[src/rtl/arf132b256e1r1w0cbbehcaa4acw_rd_ctl.sv]
// Read-side controller for the 132b x 256 1R1W array: request -> array read -> credit-guarded response FIFO.
// Response appears RD_LAT+1 cycles after accept; requests stall when in-flight reads plus FIFO occupancy reach FIFO_DEPTH.
module arf132b256e1r1w0cbbehcaa4acw_rd_ctl #(
  parameter int DATA_W     = 132,
  parameter int ADDR_W     = 8,
  parameter int RD_LAT     = 1,
  parameter int FIFO_DEPTH = 4
) (
  input  logic              clk,
  input  logic              rst,
  input  logic              rd_req_vld,
  output logic              rd_req_rdy,
  input  logic [ADDR_W-1:0] rd_req_adr,
  output logic              arr_rd_en,
  output logic [ADDR_W-1:0] arr_rd_adr,
  input  logic [DATA_W-1:0] arr_rd_dat,
  output logic              arr_rd_clken,
  output logic              rd_rsp_vld,
  input  logic              rd_rsp_rdy,
  output logic [DATA_W-1:0] rd_rsp_dat,
  output logic              ovf_err
);

  localparam int PTR_W = $clog2(FIFO_DEPTH);
  localparam int CRD_W = $clog2(FIFO_DEPTH + 1);

  logic [CRD_W-1:0]  credits;
  logic [RD_LAT-1:0] lat_pipe;
  logic [DATA_W-1:0] mem [FIFO_DEPTH];
  logic [PTR_W:0]    wr_ptr;
  logic [PTR_W:0]    rd_ptr;
  logic              acc;
  logic              push;
  logic              pop;
  logic              empty;
  logic              full;

  // Ready depends only on registered credits, so a pop is seen one cycle later.
  assign rd_req_rdy   = ~rst & (credits < CRD_W'(FIFO_DEPTH));
  assign acc          = rd_req_vld & rd_req_rdy;
  assign arr_rd_en    = acc;
  assign arr_rd_adr   = rd_req_adr;
  assign arr_rd_clken = rd_req_vld | (|lat_pipe);

  assign push  = lat_pipe[RD_LAT-1];
  assign empty = (wr_ptr == rd_ptr);
  assign full  = (wr_ptr[PTR_W] != rd_ptr[PTR_W]) &&
                 (wr_ptr[PTR_W-1:0] == rd_ptr[PTR_W-1:0]);
  assign pop   = rd_rsp_rdy & ~empty;

  assign rd_rsp_vld = ~empty;
  assign rd_rsp_dat = mem[rd_ptr[PTR_W-1:0]];

  generate
    if (RD_LAT == 1) begin : g_lat1
      always_ff @(posedge clk) begin
        if (rst) lat_pipe <= '0;
        else     lat_pipe <= acc;
      end
    end else begin : g_latn
      always_ff @(posedge clk) begin
        if (rst) lat_pipe <= '0;
        else     lat_pipe <= {lat_pipe[RD_LAT-2:0], acc};
      end
    end
  endgenerate

  always_ff @(posedge clk) begin
    if (rst) begin
      credits <= '0;
    end else if (acc && !pop) begin
      credits <= credits + CRD_W'(1);
    end else if (!acc && pop) begin
      credits <= credits - CRD_W'(1);
    end
  end

  // A pop in the same cycle frees the head slot, so a push into a full FIFO is legal then.
  always_ff @(posedge clk) begin
    if (rst) begin
      wr_ptr  <= '0;
      rd_ptr  <= '0;
      ovf_err <= 1'b0;
      for (int i = 0; i < FIFO_DEPTH; i++) mem[i] <= '0;
    end else begin
      if (push && (!full || pop)) begin
        mem[wr_ptr[PTR_W-1:0]] <= arr_rd_dat;
        wr_ptr                 <= wr_ptr + 1'b1;
      end
      if (pop) rd_ptr <= rd_ptr + 1'b1;
      if (push && full && !pop) ovf_err <= 1'b1;
    end
  end

  a_no_overflow: assert property (@(posedge clk) disable iff (rst) !(push && full && !pop));

endmodule

[config.mk]
export PLATFORM = sky130hd
export DESIGN_NAME = arf132b256e1r1w0cbbehcaa4acw_rd_ctl
export DESIGN_NICKNAME = d
export VERILOG_FILES = /design/src/rtl/arf132b256e1r1w0cbbehcaa4acw_rd_ctl.sv
export SDC_FILE = /design/constraint.sdc
export NUM_CORES = 1
export LEC_CHECK = 0
export CAP_MARGIN = 20
export CORE_MARGIN = 8
export CORE_UTILIZATION = 50
export DETAILED_ROUTE_END_ITERATION = 12
export GPL_TIMING_DRIVEN = 0
export PLACE_DENSITY = 0.87
export SETUP_SLACK_MARGIN = 0.05
export SKIP_CTS_REPAIR_TIMING = 1
export SLEW_MARGIN = 25
export SYNTH_ARGS = -nofsm -noshare
export SYNTH_HDL_FRONTEND = slang
export SYNTH_SLANG_ARGS = --single-unit
[constraint.sdc]
create_clock -name clk -period 9.2 [get_ports clk]
set_input_delay 2.76 -clock clk [delete_from_list [all_inputs] [get_ports clk]]
set_output_delay 2.76 -clock clk [all_outputs]
set_load 0.005 [all_outputs]
==> results.json <==
{
  "status": "finished clean",
  "clock_path_buffers": 3,
  "cts_tree": "built",
  "cts_htree_levels": 2,
  "syn_area_sq_mm": 0.0236,
  "vdd_ir_drop_max_uv": 211,
  "grt_overflow": 0,
  "gp_congestion": 0.766,
  "hp-start": "credits[2]",
  "powerDensity_mw_per_mm2": 222,
  "grt_pass1_vias": 14000,
  "postSynthNetCount": 1499,
  "relSlewSlack_pct": 30.7,
  "post-route-drc-count": 0,
  "yosys.area_share.simple_pct": 15.4,
  "num-nets-final": 1854,
  "dpl_cell_area_sq_mm": 0.0276,
  "critPathLaunch": "rst",
  "start_util_pct": 50.6,
  "required_ps": 6440,
  "seq_area_frac_synth_pct": 68.4,
  "hold_viol": 0,
  "viasPerCell": 5.45,
  "yosys-top-cells-area": "edfxtp_1, mux4_2, and2_1",
  "synth_fa_ha_area_share_pct": 0.244,
  "grt_pass1_wl_microns": 83100,
  "cts_made_buffers": 54,
  "p_total_w": 0.00656,
  "die_x_microns": 233,
  "worstPathArrival_ps": 4230,
  "die_h_microns": 233,
  "syn_to_final_growth_pct": 25.2,
  "p_leak_nw": 10.7,
  "synth_enable_flop_cells": 528,
  "wire_per_inst_microns": 23.2,
  "ys_types": 35,
  "first_pass_iters": 5,
  "utilization_pct": 63.4,
  "muxShareOfSynthArea_pct": 12.7,
  "dieArea_sq_mm": 0.0543,
  "row_count": 79,
  "synth_top_family_by_area": "simple AND/OR/NAND/NOR gates",
  "slew_violations": 0,
  "antenna_left": 0,
  "fin_crit_sh_pct": 76.0,
  "worst_slew_pin_slew_ps": 1030,
  "critical_path_class": "in2out",
  "grt_max_degree": 44,
  "clock_latency_ps": 600,
  "fill_cells": 3205,
  "finalClockSkew_ps": 14.6,
  "synthCells": 1351,
  "synth-xor-area-share_pct": 0.398,
  "track_usage_pct": 20.3,
  "drt_wl_total_microns": 54700,
  "whs_ps": 510,
  "antenna_found_initial": 6,
  "core_area_sq_mm": 0.0466,
  "dp_hpwl_microns": 37000,
  "period_minus_slack_ps": 6990,
  "syn_avg_cell_area_sq_um": 17.4,
  "rsz0062_at_grt": "no",
  "yosys_warnings": 0,
  "r2r_start": "wr_ptr[0]",
  "cts-root-buf": "clkbuf_16",
  "fin_ws_ps": 2210,
  "clkPwrFrac_pct": 35.3,
  "max_freq_ghz": 0.143,
  "synth_compound_area_share_pct": 0.335,
  "switching_power_w": 0.00153,
  "portBuffers": 280,
  "synth_top_area_cell": "edfxtp_1",
  "endpoint_kind": "output pin",
  "crit_fanout": 8,
  "drt_iter0_drc": 912,
  "dp_slack_ps": 2230,
  "num_vias": 12800,
  "synth_ff_type": "edfxtp_1",
  "setup_viol": 0,
  "seqPwrFrac_pct": 44.8,
  "swShare_pct": 23.3,
  "ioPinCount": 289,
  "cap_violations": 0,
  "ys_ff_latch": 541,
  "crit_path_start_kind": "input port",
  "p_comb_share_pct": 19.9,
  "clk_pin_slew_ps": 60,
  "cts_sinks": 541,
  "drive_above_1_share_pct": 20.4,
  "hold_class": "reg2reg",
  "post-synth-top-area-fraction_pct": 67.3,
  "async_flop_share_pct": 0,
  "finalInstanceArea_sq_mm": 0.0295,
  "p_int_w": 0.00503
}
-- layer usage --
layer	global-route usage (%)	vias up	part of all wire, %
met1	24.7	6580	38
met4	6.24	10	2.2
met5	0	-	0.11
li1	-	5717	-
met3	5.62	84	8.3
met2	34.8	458	51
-- power groups by stage --
stage                     sequential [W]  combinational, W  clock (W)
final                            0.00294           0.00131    0.00231
after global routing             0.00295           0.00140    0.00244
after CTS                        0.00294           0.00134    0.00235
after detailed placement         0.00299           0.00132          0
after global placement           0.00300           0.00128          0
after floorplan                  0.00298          0.000650          0
-- kinds of logic after synthesis --
group	count (synthesis)
multiplexers	135
flip-flops	541
adder cells (fa/ha/maj)	4
AO/OA/AOI/OAI	10
XOR/XNOR	9
AND/OR/NAND/NOR	554
buffers and inverters	98
-- layout by cell type, fill, tap and decap left out, drive strengths merged, types with 3 or more instances in the layout --
| cell type | instances |
|---|---|
| a21oi | 3 |
| and2 | 530 |
| buf | 62 |
| bufinv | 9 |
| clkbuf | 122 |
| clkdlybuf4s50 | 280 |
| clkinv | 18 |
| clkinvlp | 3 |
| dfxtp | 13 |
| diode | 3 |
| edfxtp | 528 |
| ha | 3 |
| mux2i | 3 |
| mux4 | 132 |
| nor2 | 10 |
| or2 | 4 |
| or3 | 3 |
| xor2 | 8 |
-- synthesized netlist by cell type, drive strengths merged, types with 2 or more instances --
cell type / n
edfxtp: 528
and2: 530
nand2: 2
ha: 3
and3b: 2
dfxtp: 13
mux4: 132
o21ai: 2
mux2i: 3
nor2: 10
buf: 43
or3: 3
or2: 4
clkbuf: 54
xor2: 8
a21oi: 3
-- flip-flops by register name, summed over array words and instances (netlist names), named ones only --
register	flops
lat_pipe	1
rd_ptr	3
credits	3
ovf_err	1
wr_ptr	3
mem	528
-- critical path, stage by stage --
cell and delay (ps):
clkdlybuf4s50_1 570, nor2_1 210, and2_1 170, clkdlybuf4s50_1 510
-- per-stage QoR --
step / setup TNS [ps] / instances
finish: 0 / 2359
global route: 0 / 2357
CTS: 0 / 2356
detailed placement: 0 / 2257
global placement: -374040 / 2238
floorplan: 0 / 1351
-- final cells by class --
class | instances | area, sq um | area share, %
Clock inverter | 31 | 383 | 1.30
Multi-Input combinational cell | 712 | 6880 | 23.3
Clock buffer | 68 | 1500 | 5.08
Inverter | 1 | 3.75 | 0.0127
Sequential cell | 541 | 16100 | 54.6
Buffer | 97 | 582 | 1.97
Antenna cell | 3 | 7.51 | 0.0255
Timing Repair Buffer | 299 | 3270 | 11.1
Tap cell | 607 | 759 | 2.57
-- final timing paths --
| kind | slack (ps) | end | cells past startpoint |
|---|---|---|---|
| hold / removal | 510 | credits[2] | 2 |
| setup reg to reg | 5850 | mem[0][113] | 7 |
| hold reg to reg | 510 | credits[2] | 2 |
| setup / recovery | 2210 | arr_rd_en | 4 |
Note: power is estimated with default switching activity, not from simulation.
